**config.mk**
```make
export PLATFORM = sky130hd
export DESIGN_NAME = booth_radix4_multiplier
export DESIGN_NICKNAME = d
export VERILOG_FILES = /design/src/rtl/booth_radix4_multiplier.sv
export SDC_FILE = /design/constraint.sdc
export NUM_CORES = 1
export LEC_CHECK = 0
export CAP_MARGIN = 10
export CORE_MARGIN = 5
export CORE_UTILIZATION = 50
export CTS_CLUSTER_SIZE = 8
export DETAILED_ROUTE_END_ITERATION = 8
export GPL_ROUTABILITY_DRIVEN = 0
export PLACE_DENSITY = 0.77
export SYNTH_ARGS = -nofsm -noshare
export SYNTH_HDL_FRONTEND = slang
export SYNTH_SLANG_ARGS = --single-unit
```
**constraint.sdc**
```tcl
create_clock -name clk -period 4.2 [get_ports clk]
set_input_delay 0.63 -clock clk [delete_from_list [all_inputs] [get_ports clk]]
set_output_delay 0.63 -clock clk [all_outputs]
set_load 0.005 [all_outputs]
```
**src/rtl/booth_radix4_multiplier.sv**
```systemverilog
// Sequential radix-4 (modified Booth) multiplier: two multiplier bits per cycle,
// signed or unsigned per transaction, start/busy/done handshake with abort.
//
// state | meaning
// IDLE  | waiting for start; product held
// CALC  | one radix-4 Booth step per cycle, counter runs ITER..1
// DONE  | product just written, done pulse; start accepted back-to-back
module booth_radix4_multiplier #(
  parameter int DATA_WIDTH = 8
) (
  input  logic                    clk,
  input  logic                    rst,
  input  logic                    start,
  input  logic                    abort,
  input  logic                    signed_mode,
  input  logic [DATA_WIDTH-1:0]   multiplicand,
  input  logic [DATA_WIDTH-1:0]   multiplier,
  output logic                    busy,
  output logic                    done,
  output logic [2*DATA_WIDTH-1:0] product
);

  localparam int EXT_WIDTH  = DATA_WIDTH + 2 - (DATA_WIDTH % 2);
  localparam int ITER       = EXT_WIDTH / 2;
  localparam int CNT_WIDTH  = $clog2(ITER + 1);
  localparam int ACC_WIDTH  = EXT_WIDTH + 2;
  localparam int PROD_WIDTH = 2 * DATA_WIDTH;
  localparam int PAD_WIDTH  = EXT_WIDTH - DATA_WIDTH;

  typedef enum logic [1:0] {IDLE, CALC, DONE} state_t;

  state_t                state;
  logic [ACC_WIDTH-1:0]  acc;
  logic [ACC_WIDTH-1:0]  m_ext;
  logic [ACC_WIDTH-1:0]  addend;
  logic [ACC_WIDTH-1:0]  sum;
  logic [ACC_WIDTH-1:0]  acc_next;
  logic [EXT_WIDTH-1:0]  m_reg;
  logic [EXT_WIDTH-1:0]  q_reg;
  logic [EXT_WIDTH-1:0]  q_next;
  logic                  q_m1;
  logic [CNT_WIDTH-1:0]  cnt;
  logic [PROD_WIDTH-1:0] prod_next;
  logic                  accept;

  // Extension to EXT_WIDTH already encodes the mode, so M is always sign-extended here.
  assign m_ext = {{2{m_reg[EXT_WIDTH-1]}}, m_reg};

  always_comb begin
    addend = '0;
    case ({q_reg[1:0], q_m1})
      3'b001, 3'b010: addend = m_ext;
      3'b011:         addend = m_ext << 1;
      3'b100:         addend = -(m_ext << 1);
      3'b101, 3'b110: addend = -m_ext;
      default:        addend = '0;
    endcase
  end

  assign sum       = acc + addend;
  assign acc_next  = {{2{sum[ACC_WIDTH-1]}}, sum[ACC_WIDTH-1:2]};
  assign q_next    = {sum[1:0], q_reg[EXT_WIDTH-1:2]};
  // After ITER double-shifts the exact product sits in {acc[EXT-1:0], Q}.
  assign prod_next = PROD_WIDTH'({acc_next[EXT_WIDTH-1:0], q_next});
  assign accept    = start && !abort;

  always_ff @(posedge clk or negedge rst) begin
    if (!rst) begin
      state   <= IDLE;
      busy    <= 1'b0;
      done    <= 1'b0;
      product <= '0;
      acc     <= '0;
      m_reg   <= '0;
      q_reg   <= '0;
      q_m1    <= 1'b0;
      cnt     <= '0;
    end else begin
      case (state)
        IDLE, DONE: begin
          done <= 1'b0;
          if (accept) begin
            m_reg <= {{PAD_WIDTH{signed_mode & multiplicand[DATA_WIDTH-1]}}, multiplicand};
            q_reg <= {{PAD_WIDTH{signed_mode & multiplier[DATA_WIDTH-1]}}, multiplier};
            acc   <= '0;
            q_m1  <= 1'b0;
            cnt   <= CNT_WIDTH'(ITER);
            busy  <= 1'b1;
            state <= CALC;
          end else begin
            busy  <= 1'b0;
            state <= IDLE;
          end
        end
        CALC: begin
          if (abort) begin
            busy  <= 1'b0;
            state <= IDLE;
          end else begin
            acc   <= acc_next;
            q_reg <= q_next;
            q_m1  <= q_reg[1];
            cnt   <= cnt - CNT_WIDTH'(1);
            if (cnt == CNT_WIDTH'(1)) begin
              product <= prod_next;
              busy    <= 1'b0;
              done    <= 1'b1;
              state   <= DONE;
            end
          end
        end
        default: begin
          busy  <= 1'b0;
          done  <= 1'b0;
          state <= IDLE;
        end
      endcase
    end
  end

endmodule

```
Yosys cells after proc, flatten, opt, wreduce, memory -nomap -nowiden
Index checks and enable logic that the tools add are counted.
{"block": "word_totals", "register_bits": 55, "in_bits": 21, "output_inout_bits": 18, "wordCells": 64}
{"block": "classes", "add_sub_neg": 4, "eq_ne": 13, "mux": 24, "bitwise": 3, "reduce_logical": 11}
{"operator": "$pmux 12 s4", "count": 1}
{"operator": "$mux 12", "count": 2}
{"operator": "$neg 12->12", "count": 2}
{"operator": "$pmux 12 s2", "count": 1}
{"operator": "$mux 10", "count": 2}
{"operator": "$pmux 10 s2", "count": 1}
{"operator": "$add 12x12->12", "count": 1}
{"operator": "$eq 3x3->1 const B", "count": 3}
{"operator": "$mux 1", "count": 9}
{"operator": "$eq 3x1->1 const B", "count": 2}
{"operator": "$eq 3x2->1 const B", "count": 2}
{"operator": "$mux 3", "count": 2}
{"operator": "$ne 2x2->1 const B", "count": 3}
{"operator": "$pmux 3 s2", "count": 1}
{"operator": "$reduce_and 3->1", "count": 2}
{"operator": "$reduce_or 2->1", "count": 3}
{"operator": "$mux 2", "count": 2}
{"operator": "$pmux 1 s2", "count": 2}
{"operator": "$pmux 2 s2", "count": 1}
{"operator": "$reduce_and 2->1", "count": 2}
{"operator": "$ne 3x3->1 const B", "count": 1}
{"operator": "$sub 3x1->3 const B", "count": 1}
{"operator": "$and 1x1->1", "count": 2}
{"operator": "$eq 2x1->1 const B", "count": 1}
{"operator": "6 further kinds", "count": 6}

Depth between registers and ports, before layout
{"block": "depth", "ltp_word": 6, "mapped_depth": 17, "ltp_nobuf": 17}

Worst setup path after synthesis
No wires, ideal clock.
{"block": "synth_path", "path_type": "register to register", "from": "register m_reg[2]", "to": "register acc[10]", "setup_time_ns": 0.127, "t_arrival_ns": 3.051, "required_time_ns": 4.073, "path_slack_ns": 1.022, "path_stages_with_launch": 14, "n_path_buf": 1, "synth_period_minus_slack_ns": 3.178, "cell_sequence": "dfrtp_1 > buf_6 > or4_4 > nor2_1 > xor2_1 > a21oi_1 > mux4_2 > ha_1 > and2_1 > o41ai_1 > a21oi_1 > xor2_1 > a21oi_1 > o22ai_1"}
{"block": "synth_via", "elab_chain_cells": 5, "word_cells_on_any_way": 6, "cone_classes": "add/sub: 3; mux: 3"}
{"item": "start, declared", "line": "38", "source": "logic [EXT_WIDTH-1:0] m_reg;"}
{"item": "start signal, assigned", "line": "83", "source": "m_reg <= {{PAD_WIDTH{signed_mode & multiplicand[DATA_WIDTH-1]}}, multiplicand};"}
{"item": "$neg 12->12, on equally long branches", "line": "55, 54"}
{"item": "$pmux 12 s4 *", "line": "51", "source": "case ({q_reg[1:0], q_m1})"}
{"item": "$add 12x12->12 *", "line": "60", "source": "assign sum = acc + addend;"}
{"item": "$mux 12 *", "line": "96", "source": "if (abort) begin"}
{"item": "$pmux 12 s2 *", "line": "79", "source": "case (state)"}
{"item": "end signal, assigned", "line": "100", "source": "acc <= acc_next;"}
{"item": "end, declared", "line": "33", "source": "logic [ACC_WIDTH-1:0] acc;"}
Every way passes the cells marked *; elsewhere a longest branch is shown, timed or not. The select of a mux whose other input is x is not followed.
A chain may end at the register's enable or synchronous reset.

Worst setup path in the final report
{"block": "layout_path", "from": "register m_reg[0]", "to": "register acc[10]"}
The elaborated chain is that of the path after synthesis.

==> results.json <==
{
  "status": "complete, no violations",
  "cts_hold_buf": 0,
  "worstPathCellList": "inv_1 -> ha_1 -> or4b_4 -> nor2_1 -> xor2_1 -> o2bb2ai_1 -> a21o_1 -> ha_1 -> and2_1 -> o41ai_1 -> a21oi_1 -> xor2_1 -> a21oi_1 -> o22ai_1",
  "hp-class": "in -> async",
  "diodes": 0,
  "p_switching_w": 0.00105,
  "worstSetupPathType": "reg -> reg",
  "comb_power_share_pct": 52.9,
  "cts-root-buf": "clkbuf_8",
  "drc": 0,
  "fin_worst_skew_ns": 0.0144,
  "leakage_nw": 1.72,
  "r2r_slack_ns": 0.69,
  "post_synth.cell_area_avg_um2": 8.78,
  "ctsHtreeMaxLevel": 2,
  "grt_pass1_vias": 2545,
  "antenna_found_initial": 0,
  "hold_viol": 0,
  "n_fill_cell": 533,
  "final_util_pct": 60.8,
  "irDropWorstVdd_uv": 359,
  "nNetsFinal": 425,
  "drt_iter0_drc": 165,
  "reg2reg_depth": 14,
  "gr-total-overflow": 0,
  "drive_gt1_share_pct": 7.18,
  "finalMaxSlewViolations": 0,
  "slew_headroom_pct": 45.0,
  "critPathCaptureType": "register",
  "crit_slowest_cell": "or4b_4",
  "multi_input_area_um2": 1700,
  "fp.dieH_um": 89.0,
  "synth-seq-cells": 52,
  "synth_edf_count": 0,
  "cts_resized": 0,
  "via_per_inst": 5.58,
  "first_pass_iters": 5,
  "fin_crit_sh_pct": 83.6,
  "critPathRequiredTime_ns": 4.40,
  "setup-violations-final": 0,
  "r2r-end": "acc[10]",
  "wirelength_um": 7130,
  "rr_startpoint": "m_reg[0]",
  "switching_share_pct": 42.4,
  "io_buffers": 38,
  "die_area_um2": 7910,
  "syn_area_um2": 3120,
  "area_growth_syn_to_layout_pct": 16.9,
  "syn_inst": 355,
  "clock-sinks": 52,
  "cp-startpoint": "m_reg[0]",
  "crit_family": "compound AO/OA/AOI/OAI gates",
  "worstMarginPinSlew_ns": 0.823,
  "post_cts_buffers": 0,
  "dp_hpwl_um": 5300,
  "endpoint": "acc[10]",
  "synthesis.nets": 391,
  "cp.arrival_ns": 3.71,
  "clk_pin_slew_ns": 0.10,
  "max_cap_violations": 0,
  "critPathBufInv": 1,
  "grt_pass1_wl_um": 12400,
  "ys_warn_count": 0,
  "grt_setup_unrepaired": "false",
  "synthDistinctLibCells": 47,
  "wl_per_cell_um": 15.3,
  "clock.fmax_ghz": 0.285,
  "critPathMaxStageDelay_ns": 0.51,
  "rows": 28,
  "grtUsageTotal_pct": 20.1,
  "final_cell_count_no_fill": 465,
  "ant_nets": 0,
  "period_minus_slack_ns": 3.51,
  "clk_latency_ns": 0.32,
  "clkPwrFrac_pct": 12.3,
  "cts_tree": "done",
  "die_w_um": 89.0,
  "numCtsBuffers": 5,
  "via_count": 2594,
  "synthArstFlopShare_pct": 100,
  "critPathLaunchType": "register",
  "initial_core_util_pct": 52.0,
  "power_density_nw_per_um2": 678,
  "clk_path_buf_depth": 2,
  "crit_cells": 14,
  "ys.flop_type": "dfrtp_1",
  "core_um2": 5990,
  "pin_count": 39,
  "grt_max_degree": 53,
  "placed_cells": 457,
  "pwr-share-seq_pct": 34.8,
  "largest_reg_flops": 16,
  "fin_setup_tns_ns": 0,
  "yosysSeqAreaShare_pct": 41.8,
  "seq_area_um2": 1300,
  "cp_max_fo": 5,
  "internal_power_w": 0.00142
}
==> through the flow <==
step / hold slack (ns) / worst slack (ns) / area (um2) / power, W
after floorplan: 0.334 / 1.02 / 3120 / 0.00178
after global placement: 0.460 / 0.833 / 3550 / 0.00213
after detailed placement: 0.463 / 0.743 / 3550 / 0.00217
after CTS: 0.446 / 0.720 / 3640 / 0.00249
after global routing: 0.480 / 0.350 / 3640 / 0.00271
final: 0.414 / 0.691 / 3640 / 0.00247
==> how the worst min path moves through the flow <==
stage	startpoint	end	cells past startpoint
6_report	rst	m_reg[5]	2
5_1_grt	rst	m_reg[0]	2
4_1_cts	rst	product[10]	2
3_5_place_dp	product[6]	product[6]	2
3_3_place_gp	product[8]	product[8]	2
2_1_floorplan	rst	acc[0]	0
==> power by group through the flow <==
stage	Clock (W)	Combinational, W	Sequential [W]
6_report	0.000303	0.00131	0.000859
5_1_grt	0.000332	0.00149	0.000888
4_1_cts	0.000313	0.00132	0.000858
3_5_place_dp	0	0.00131	0.000864
3_3_place_gp	0	0.00127	0.000860
2_1_floorplan	0	0.000990	0.000792
==> final cells by class <==
cell class                      instances  area share [%]
Clock inverter                          2           0.481
Inverter                               11            1.13
Tap cell                               75            2.58
Multi-Input combinational cell        276            46.8
Clock buffer                            6            1.99
Timing Repair Buffer                   43            11.3
Sequential cell                        52            35.7
==> placed cells by master (no fill, tap or decap), drive strengths merged, types with 2 or more instances in the layout <==
master	instances
nor3	6
o2bb2ai	2
and2	3
nand2b	4
a221o	2
clkdlybuf4s50	37
mux2	7
dfrtp	52
xnor2	13
o41ai	3
nand3	3
o21ai	23
nor2	19
or3	3
nor2b	3
o31ai	2
a31oi	3
a21oi	23
nand2	97
o21bai	2
a22o	5
xor2	5
ha	14
clkbuf	6
a22oi	3
a211oi	4
buf	6
a221oi	3
inv	12
a21o	5
o22ai	2
mux2i	6
o211ai	3
==> Yosys cell counts, types with 6 or more instances <==
master	count	share of area [%]
ha_1	14	5.6
clkbuf_1	10	1.2
nor2_1	17	2.0
xnor2_1	13	3.7
mux2i_1	6	1.9
mux2_2	7	2.5
o21ai_0	23	3.7
a21oi_1	23	3.7
inv_1	10	1.2
dfrtp_1	52	42
nand2_1	97	12
==> logic make-up (layout without fill, tap and decap cells) <==
| kind of cell | after synthesis | after routing | share of synthesized area, % |
|---|---|---|---|
| AO/OA/AOI/OAI | 87 | 87 | 18.2 |
| XOR/XNOR | 18 | 18 | 5.06 |
| adder cells (fa/ha/maj) | 15 | 15 | 6.26 |
| buffers and inverters | 27 | 62 | 3.61 |
| flip-flops | 52 | 52 | 41.8 |
| multiplexers | 14 | 14 | 5.18 |
| AND/OR/NAND/NOR | 142 | 142 | 20.0 |
==> metal layers <==
metal	up-vias	track usage, %	wire, um
met5	-	0	0
met2	57	33.7	3510
met4	0	5.14	102
li1	1301	-	-
met3	9	3.59	284
met1	1227	27.0	3240
Power figures use the tool's default switching activity.
